**src/rtl/cov_snapshot_feeder_if.sv**
```systemverilog
// Snapshot handshake and skewed array-edge bus between the upstream source,
// the feeder and the covariance array.
interface cov_snapshot_feeder_if #(
    parameter int unsigned NUM_CH     = 4,
    parameter int unsigned DATA_WIDTH = 16
);
    localparam int unsigned BUS_W = NUM_CH * DATA_WIDTH;

    logic              in_valid;
    logic              in_ready;
    logic [BUS_W-1:0]  in_q;
    logic [BUS_W-1:0]  in_i;
    logic [BUS_W-1:0]  out_q;
    logic [BUS_W-1:0]  out_i;
    logic [NUM_CH-1:0] out_finish;

    modport master (
        output in_valid, in_q, in_i,
        input  in_ready, out_q, out_i, out_finish
    );

    modport slave (
        input  in_valid, in_q, in_i,
        output in_ready, out_q, out_i, out_finish
    );
endinterface

```
**src/rtl/cov_snapshot_feeder.sv**
```systemverilog
// Feeds I/Q snapshots into the covariance systolic array with a per-row skew,
// flags the last sample of each block and holds off input while the array drains.
module cov_snapshot_feeder #(
    parameter int unsigned NUM_CH       = 4,
    parameter int unsigned DATA_WIDTH   = 16,
    parameter int unsigned SAMPLES_BITS = 4
) (
    input  logic                  i_clk,
    input  logic                  i_rst,
    input  logic                  i_start,
    input  logic                  i_cont,
    cov_snapshot_feeder_if.slave  bus,
    output logic                  o_busy,
    output logic                  o_block_done
);
    localparam int unsigned BUS_W   = NUM_CH * DATA_WIDTH;
    localparam int unsigned STG_W   = 2 * DATA_WIDTH + 1;
    localparam int unsigned DRAIN_W = $clog2(NUM_CH + 1);

    typedef enum logic [1:0] {
        S_IDLE  = 2'd0,
        S_RUN   = 2'd1,
        S_DRAIN = 2'd2
    } state_e;

    state_e                  r_state;
    state_e                  w_state_nxt;
    logic [SAMPLES_BITS-1:0] r_cnt;
    logic [SAMPLES_BITS-1:0] w_cnt_nxt;
    logic [DRAIN_W-1:0]      r_drain_cnt;
    logic [DRAIN_W-1:0]      w_drain_nxt;
    logic                    r_in_ready;
    logic                    r_busy;
    logic                    r_block_done;
    logic                    w_done_nxt;

    logic                    w_accept;
    logic                    w_last_acc;
    logic [BUS_W-1:0]        w_out_q;
    logic [BUS_W-1:0]        w_out_i;
    logic [NUM_CH-1:0]       w_out_fin;

    assign w_accept   = bus.in_valid & r_in_ready;
    assign w_last_acc = w_accept & (r_cnt == {SAMPLES_BITS{1'b1}});

    // Block sequencing: state, sample counter and drain countdown
    always_comb begin
        w_state_nxt = r_state;
        w_cnt_nxt   = r_cnt;
        w_drain_nxt = r_drain_cnt;
        w_done_nxt  = 1'b0;
        case (r_state)
            S_IDLE: begin
                if (i_start) begin
                    w_state_nxt = S_RUN;
                    w_cnt_nxt   = '0;
                end
            end
            S_RUN: begin
                if (w_accept) begin
                    w_cnt_nxt = r_cnt + SAMPLES_BITS'(1);
                    if (w_last_acc) begin
                        w_state_nxt = S_DRAIN;
                        w_drain_nxt = DRAIN_W'(NUM_CH);
                    end
                end
            end
            S_DRAIN: begin
                if (r_drain_cnt == '0) begin
                    w_done_nxt  = 1'b1;
                    w_state_nxt = i_cont ? S_RUN : S_IDLE;
                end else begin
                    w_drain_nxt = r_drain_cnt - DRAIN_W'(1);
                end
            end
            default: w_state_nxt = S_IDLE;
        endcase
    end

    always_ff @(posedge i_clk) begin
        if (i_rst) begin
            r_state      <= S_IDLE;
            r_cnt        <= '0;
            r_drain_cnt  <= '0;
            r_in_ready   <= 1'b0;
            r_busy       <= 1'b0;
            r_block_done <= 1'b0;
        end else begin
            r_state      <= w_state_nxt;
            r_cnt        <= w_cnt_nxt;
            r_drain_cnt  <= w_drain_nxt;
            r_in_ready   <= (w_state_nxt == S_RUN);
            r_busy       <= (w_state_nxt != S_IDLE);
            r_block_done <= w_done_nxt;
        end
    end

    // Row k sees its sample k edges after acceptance; gaps load zeros
    for (genvar k = 0; k < NUM_CH; k++) begin : g_ch
        logic [STG_W-1:0] r_stg [0:k];
        logic [STG_W-1:0] w_stg0;

        assign w_stg0 = w_accept ? {w_last_acc,
                                    bus.in_q[k*DATA_WIDTH +: DATA_WIDTH],
                                    bus.in_i[k*DATA_WIDTH +: DATA_WIDTH]}
                                 : '0;

        always_ff @(posedge i_clk) begin
            if (i_rst) r_stg[0] <= '0;
            else       r_stg[0] <= w_stg0;
        end

        for (genvar s = 1; s <= k; s++) begin : g_stg
            always_ff @(posedge i_clk) begin
                if (i_rst) r_stg[s] <= '0;
                else       r_stg[s] <= r_stg[s-1];
            end
        end

        assign w_out_fin[k]                           = r_stg[k][2*DATA_WIDTH];
        assign w_out_q[k*DATA_WIDTH +: DATA_WIDTH]    = r_stg[k][2*DATA_WIDTH-1:DATA_WIDTH];
        assign w_out_i[k*DATA_WIDTH +: DATA_WIDTH]    = r_stg[k][DATA_WIDTH-1:0];
    end

    assign bus.in_ready   = r_in_ready;
    assign bus.out_q      = w_out_q;
    assign bus.out_i      = w_out_i;
    assign bus.out_finish = w_out_fin;
    assign o_busy         = r_busy;
    assign o_block_done   = r_block_done;
endmodule

```
**src/flat_wrapper.sv**
```systemverilog
// flat-port wrapper written by rule: the top's interface ports become plain ports
module cov_snapshot_feeder_flat 
#(
    parameter int unsigned NUM_CH       = 4,
    parameter int unsigned DATA_WIDTH   = 16,
    parameter int unsigned SAMPLES_BITS = 4
)
  (i_clk, i_rst, i_start, i_cont, o_busy, o_block_done, bus_in_valid, bus_in_q, bus_in_i, bus_in_ready, bus_out_q, bus_out_i, bus_out_finish);
  cov_snapshot_feeder_if #(.NUM_CH(NUM_CH), .DATA_WIDTH(DATA_WIDTH)) bus_i ();
  input  logic i_clk;
  input  logic i_rst;
  input  logic i_start;
  input  logic i_cont;
  output logic o_busy;
  output logic o_block_done;
  input wire logic [$bits(bus_i.in_valid)-1:0] bus_in_valid;
  input wire logic [$bits(bus_i.in_q)-1:0] bus_in_q;
  input wire logic [$bits(bus_i.in_i)-1:0] bus_in_i;
  output wire logic [$bits(bus_i.in_ready)-1:0] bus_in_ready;
  output wire logic [$bits(bus_i.out_q)-1:0] bus_out_q;
  output wire logic [$bits(bus_i.out_i)-1:0] bus_out_i;
  output wire logic [$bits(bus_i.out_finish)-1:0] bus_out_finish;
  assign bus_i.in_valid = bus_in_valid;
  assign bus_i.in_q = bus_in_q;
  assign bus_i.in_i = bus_in_i;
  assign bus_in_ready = bus_i.in_ready;
  assign bus_out_q = bus_i.out_q;
  assign bus_out_i = bus_i.out_i;
  assign bus_out_finish = bus_i.out_finish;
  cov_snapshot_feeder #(.NUM_CH(NUM_CH), .DATA_WIDTH(DATA_WIDTH), .SAMPLES_BITS(SAMPLES_BITS)) u_core (.i_clk(i_clk), .i_rst(i_rst), .i_start(i_start), .i_cont(i_cont), .bus(bus_i), .o_busy(o_busy), .o_block_done(o_block_done));
endmodule
```
**config.mk**
```make
export PLATFORM = sky130hd
export DESIGN_NAME = cov_snapshot_feeder_flat
export DESIGN_NICKNAME = d
export VERILOG_FILES = /design/src/rtl/cov_snapshot_feeder_if.sv /design/src/rtl/cov_snapshot_feeder.sv /design/src/flat_wrapper.sv
export SDC_FILE = /design/constraint.sdc
export NUM_CORES = 1
export LEC_CHECK = 0
export BUFFER_PORTS_ARGS = -buffer_cell sky130_fd_sc_hd__buf_2
export CAP_MARGIN = 20
export CORE_ASPECT_RATIO = 0.75
export CORE_UTILIZATION = 46
export DETAILED_ROUTE_END_ITERATION = 7
export GPL_ROUTABILITY_DRIVEN = 0
export PLACE_DENSITY_LB_ADDON = 0.05
export SYNTH_ARGS = -nofsm -noshare
export SYNTH_HDL_FRONTEND = slang
export SYNTH_SLANG_ARGS = --single-unit
```
**constraint.sdc**
```tcl
create_clock -name i_clk -period 1.4 [get_ports i_clk]
set_clock_uncertainty 0.2 [all_clocks]
set_input_delay 0.28 -clock i_clk [delete_from_list [all_inputs] [get_ports i_clk]]
set_output_delay 0.28 -clock i_clk [all_outputs]
set_load 0.03 [all_outputs]
```
==> flow_summary.yaml, run 1 <==
power_and_ir_drop:
  p_sw_mw: 3.91
  p_seq_share_pct: 51.4
  intPower_mw: 15.2
  p_clk_share_pct: 42.8
  p_total_mw: 19.1
  pwr-share-comb_pct: 5.8
  switching_share_pct: 20.5
  powerDensity_nw_per_um2: 1320
  irDropWorstVdd_mv: 0.933
  p_leak_nw: 6.28
clocking:
  cts_tree: "built"
  path_clk_slew_ps: 70
  cts_buffers: 30
  cts_buffer_depth: 3
  htreeDepth: 1
  cts_sinks: 336
  postCtsHoldBufs: 131
  cts-root-buf: "clkbuf_16"
  clkLatencyLatePin_ps: 530
hold_path:
  min_path_type: "in2reg"
  holdPathEnd: "u_core.g_ch[3].r_stg[0][32]"
  hold_depth: 3
  hold_start: "bus_in_valid"
place:
  place.port_buffers: 267
  dp_hpwl_um: 10900
  pre_cts_ws_ps: -93.0
global_route:
  gr-total-overflow: 0
  track_usage_pct: 17.8
  antenna_found_initial: 0
  grt_pass1_vias: 5808
  grt_pass1_wl_um: 29800
  grt_max_degree: 74
setup_path:
  crit_type: "reg2out"
  ff2ff_setup_slack_ps: -50
  crit_required_ps: 920
  worst_setup_path_end_kind: "primary output"
  slowest_delay_ps: 340
  reg2reg_from: "u_core.bus.in_ready"
  path_max_fanout: 1
  path_buf_inv: 1
  cp-start-kind: "flop"
  r2r_end: "u_core.g_ch[1].r_stg[0][2]"
  crit_path_cell_trace: "buf_6"
  ff2ff_path_depth: 5
  path_delay_family: "flip-flops"
  cp.arrival_ps: 1020
  slowest_stage: "dfxtp_2"
job:
  max_cap_violations: 0
synthesis:
  synth_cells: 781
  synth.top_cell.area_share_pct: 70.5
  synth_nets: 917
  netlist_area_um2: 9540
  ys_warn_count: 0
  synth.largest_area_cell: "dfxtp_1"
  seq_area_frac_synth_pct: 70.5
  yosysUniqueCellTypes: 35
  synth_area_leaders: "dfxtp_1, nor2b_1, and2_1"
  synth_enable_flop_cells: 0
  synth_flop_cell: "dfxtp_1"
  syn-mean-instance-area_um2: 12.2
  ys_async_sr_fraction_pct: 0
  synth-seq-cells: 336
sta:
  rsz0062_at_grt: "true"
  setup_tns_ps: -10260
  fin_hold_ws_ps: -27.0
  final_hold_viol_count: 1
  relSlewSlack_pct: 77.5
  worst_pin_slew_ps: 337
  worst_slack_ps: -95.3
  slew_violations: 0
  fmax_mhz: 669
  period_share_pct: 107
  fin_crit_ps: 1500
  setup_viol: 219
floorplan:
  core_area_um2: 20300
  dieArea_um2: 21300
  die_x_um: 168
  fp-row-count: 45
  start_util_pct: 47.1
  die_height_um: 127
  ios: 268
final_layout:
  fin_nets: 1295
  diodes: 0
  drive_gt1_share_pct: 42.4
  fill_cells: 1394
  final_cell_mix: "nor2b_1, dfxtp_1, buf_6, dfxtp_2, dlygate4sd3_1"
  area_growth_pct: 51.8
run_status:
  run_status: "finished with violations"
  violations: "hold timing, setup timing"
route:
  vias: 6001
  wire_per_inst_um: 13.5
  drtPass1Iterations: 6
  wirelength_um: 19400
  route.detailed.drc: 0
  viasPerCell: 4.16
  ant_nets: 0
  drtIter0Drc: 188
-- cell type report --
| cell class | count | area (µm²) | area share [%] |
|---|---|---|---|
| well taps | 258 | 323 | 2.23 |
| inverters | 4 | 20.0 | 0.138 |
| clock buffers | 49 | 943 | 6.51 |
| clock inverters | 7 | 66.3 | 0.458 |
| flip-flops and latches | 336 | 6910 | 47.7 |
| repair buffers | 420 | 3730 | 25.8 |
| multi-input cells | 367 | 2490 | 17.2 |
-- tightest hold or removal path, delay by kind of cell --
family	cells	cell delay [ps]
AND/OR/NAND/NOR	2	270
buffers and inverters	1	110
-- synthesized netlist by cell type (2+ instances only) --
library cell and number:
clkbuf_1 22, nor2_1 2, buf_2 15, buf_4 36, inv_1 4, a31oi_1 2
ha_1 3, nor2b_1 196, mux2i_1 2, o21ai_0 4, a31o_1 2, nor4_1 2
nor3b_1 2, nand3b_1 2, nand3_1 3, and2_1 128, or3b_1 3, dfxtp_1 336
-- state kept, by name, indices dropped and copies added (netlist names) --
register             count
u_core.o_block_done      1
u_core.g_ch.r_stg      324
u_core.r_cnt             4
u_core.o_busy            1
u_core.r_drain_cnt       3
u_core.r_state           2
u_core.bus.in_ready      1
-- logic make-up (layout without fill, tap and decap cells) --
logic type               count (synthesis)  count (layout)  share of synthesized area (%)
flip-flops                             336             336                           70.5
XOR/XNOR                                 1               1                         0.0918
adder cells (fa/ha/maj)                  3               3                          0.393
multiplexers                             2               2                          0.210
buffers and inverters                   78             480                           4.76
AND/OR/NAND/NOR                        348             348                           23.1
AO/OA/AOI/OAI                           13              13                          0.970
-- repair_timing --
action,CTS,global route
resized for setup,412,30
setup buffers,1,3
endpoints found under the setup margin,142,271
pin swaps,6,5
hold endpoints to repair,135,1
-- per-stage QoR --
step | area (µm²) | utilization [%] | instances
6_report | 14500 | 71.5 | 1441
4_1_cts | 14400 | 70.8 | 1439
5_1_grt | 14500 | 71.5 | 1441
3_3_place_gp | 11000 | 54.2 | 1251
2_1_floorplan | 9560 | - | 781
3_5_place_dp | 11000 | 54.2 | 1251
-- power groups by stage --
stage	combinational [mW]	clock, mW	sequential (mW)
final	1.10	8.16	9.79
after global placement	0.703	0	9.98
after global routing	1.19	8.75	9.80
after detailed placement	0.705	0	9.98
after CTS	1.07	8.35	9.79
after floorplan	0.275	0	10.1
-- worst max path at each step --
stage / startpoint / end / slack (ps) / cells after the start
floorplan: u_core.r_drain_cnt[0] / u_core.r_drain_cnt[2] / 3 / 4
global placement: u_core.r_state[1] / u_core.r_cnt[2] / -60 / 3
detailed placement: u_core.r_state[1] / u_core.r_cnt[3] / -90 / 3
CTS: u_core.g_ch[2].r_stg[2][2] / bus_out_i[34] / -120 / 1
global route: u_core.bus.in_ready / u_core.g_ch[3].r_stg[0][13] / -130 / 4
finish: u_core.g_ch[0].r_stg[0][18] / bus_out_q[2] / -100 / 1
-- per-layer routing --
layer / share of wire [%] / vias up / track usage, %
li1: - / 3104 / -
met1: 41 / 2679 / 20.2
met2: 50 / 179 / 32.0
met3: 6.4 / 39 / 4.99
met4: 2.7 / 0 / 5.99
met5: 0 / - / 0
No activity file was read; power rests on OpenSTA's default activity.
==> run 2, diff against run 1 <==
Settings changed: CORE_UTILIZATION 46 to 42.
==> flow_summary.yaml, run 2 (synthesis gave the netlist of run 1 again) <==
run_status:
  run_status: "finished with violations"
  violations: "hold timing, setup timing"
setup_path:
  path_buf_inv: 1
  worst_setup_path_end_kind: "primary output"
  crit_path_cell_trace: "buf_6"
  crit_required_ps: 920
  cp-start-kind: "flop"
  path_max_fanout: 3
  path_delay_family: "flip-flops"
  slowest_stage: "dfxtp_4"
  cp.arrival_ps: 1040
  slowest_delay_ps: 370
  crit_type: "reg2out"
sta:
  fin_hold_ws_ps: -96.1
  slew_violations: 0
  fmax_mhz: 658
  worst_slack_ps: -121
  final_hold_viol_count: 1
  fin_crit_ps: 1520
  worst_pin_slew_ps: 444
  setup_viol: 215
  period_share_pct: 109
  rsz0062_at_grt: "true"
  relSlewSlack_pct: 70.4
global_route:
  antenna_found_initial: 0
  grt_pass1_wl_um: 29200
  track_usage_pct: 15.7
  gr-total-overflow: 0
  grt_pass1_vias: 5770
  grt_max_degree: 106
power_and_ir_drop:
  p_total_mw: 19.1
  p_leak_nw: 6.35
  powerDensity_nw_per_um2: 1300
  irDropWorstVdd_mv: 0.825
final_layout:
  seqCellArea_um2: 6910
  area_growth_pct: 54.1
  fin_area_um2: 14700
  fill_cells: 1670
  top_regs: "u_core.g_ch.r_stg (324), u_core.r_cnt (4), u_core.r_drain_cnt (3)"
  final_common_cell: "dfxtp_1"
  fin_nets: 1301
  drive_gt1_share_pct: 42.6
  final_cell_mix: "dfxtp_1, nor2b_1, buf_6"
  multi_input_area_um2: 2500
  largest_reg_flops: 324
  diodes: 0
  regMostFlops: "u_core.g_ch.r_stg"
floorplan:
  dieArea_um2: 23300
  die_x_um: 176
  fp-row-count: 47
  ios: 268
  start_util_pct: 43.0
  die_height_um: 133
  core_area_um2: 22200
route:
  ant_nets: 0
  drtPass1Iterations: 4
  route.detailed.drc: 0
  wire_per_inst_um: 13.8
  wirelength_um: 20500
  vias: 6045
  viasPerCell: 4.08
  drtIter0Drc: 230
place:
  dp_hpwl_um: 10900
  place.port_buffers: 267
  placed_area_um2: 11000
clocking:
  postCtsHoldBufs: 132
  cts_sinks: 336
  cts_buffer_depth: 3
  cts_buffers: 31
  clkLatencyLatePin_ps: 540
  htreeDepth: 1
  path_clk_slew_ps: 70
  cts_tree: "built"
  cts-root-buf: "clkbuf_16"
hold_path:
  min_path_type: "in2reg"
job:
  max_cap_violations: 0
==> run 2: cell count changes in the layout (fill, tap and decap cells not counted), moves of 3 or more <==
cell | before | now
buf_12 | 4 | 7
buf_4 | 15 | 9
clkbuf_16 | 31 | 36
clkbuf_8 | 10 | 4
clkinv_2 | 4 | 8
==> run 2: path summary, 6_finish.rpt <==
check,start,end,slack [ps],cells past startpoint
worst max-delay path,u_core.bus.in_ready,bus_in_ready,-120,1
worst min-delay path,bus_in_valid,u_core.g_ch[3].r_stg[0][32],-100,3
worst max register to register,u_core.bus.in_ready,u_core.g_ch[3].r_stg[0][11],-100,5
worst min register to register,u_core.g_ch[2].r_stg[1][28],u_core.g_ch[2].r_stg[2][28],230,1
==> run 2: final cells by class <==
| type | instances | share of cell area [%] |
|---|---|---|
| sequential | 336 | 46.9 |
| timing repair buffer | 425 | 26.7 |
| multi-input combinational | 367 | 17.0 |
| clock buffer | 43 | 5.85 |
| tap | 294 | 2.50 |
| clock inverter | 14 | 0.893 |
| inverter | 4 | 0.102 |
==> run 2: what timing repair did <==
action / in CTS / in global routing
buffers inserted: 2 / 3
gates cloned: 0 / 8
endpoints found under the hold margin: 141 / 1
pin swaps: 7 / 7
endpoints found under the setup margin: 269 / 273
resized for setup: 413 / 29
==> run 2: stage by stage <==
stage | utilization [%] | TNS (ps) | hold WS [ps] | setup slack, ps | instances
6_report | 66.4 | -12620 | -96.1 | -121 | 1483
2_1_floorplan | - | 0 | 202 | 2.87 | 781
3_3_place_gp | 49.6 | -6580 | 215 | -74.4 | 1282
5_1_grt | 66.4 | -24390 | -102 | -169 | 1483
4_1_cts | 64.8 | -20380 | 97.3 | -139 | 1473
3_5_place_dp | 49.6 | -5430 | 220 | -90.8 | 1282
==> run 2: metal layers <==
| layer | routed length (µm) | vias to the layer above | global-route usage [%] | share of wire (%) |
|---|---|---|---|---|
| met5 | 0 | - | 0 | 0 |
| met4 | 402 | 0 | 4.49 | 2.0 |
| li1 | - | 3127 | - | - |
| met3 | 1710 | 32 | 6.35 | 8.3 |
| met2 | 9960 | 181 | 26.9 | 49 |
| met1 | 8460 | 2705 | 17.9 | 41 |
==> run 2: where the power goes <==
part	internal, mW	switching [mW]
Clock	4.67	3.46
Sequential	9.74	0.0532
Combinational	0.688	0.492
Total	15.1	4.01
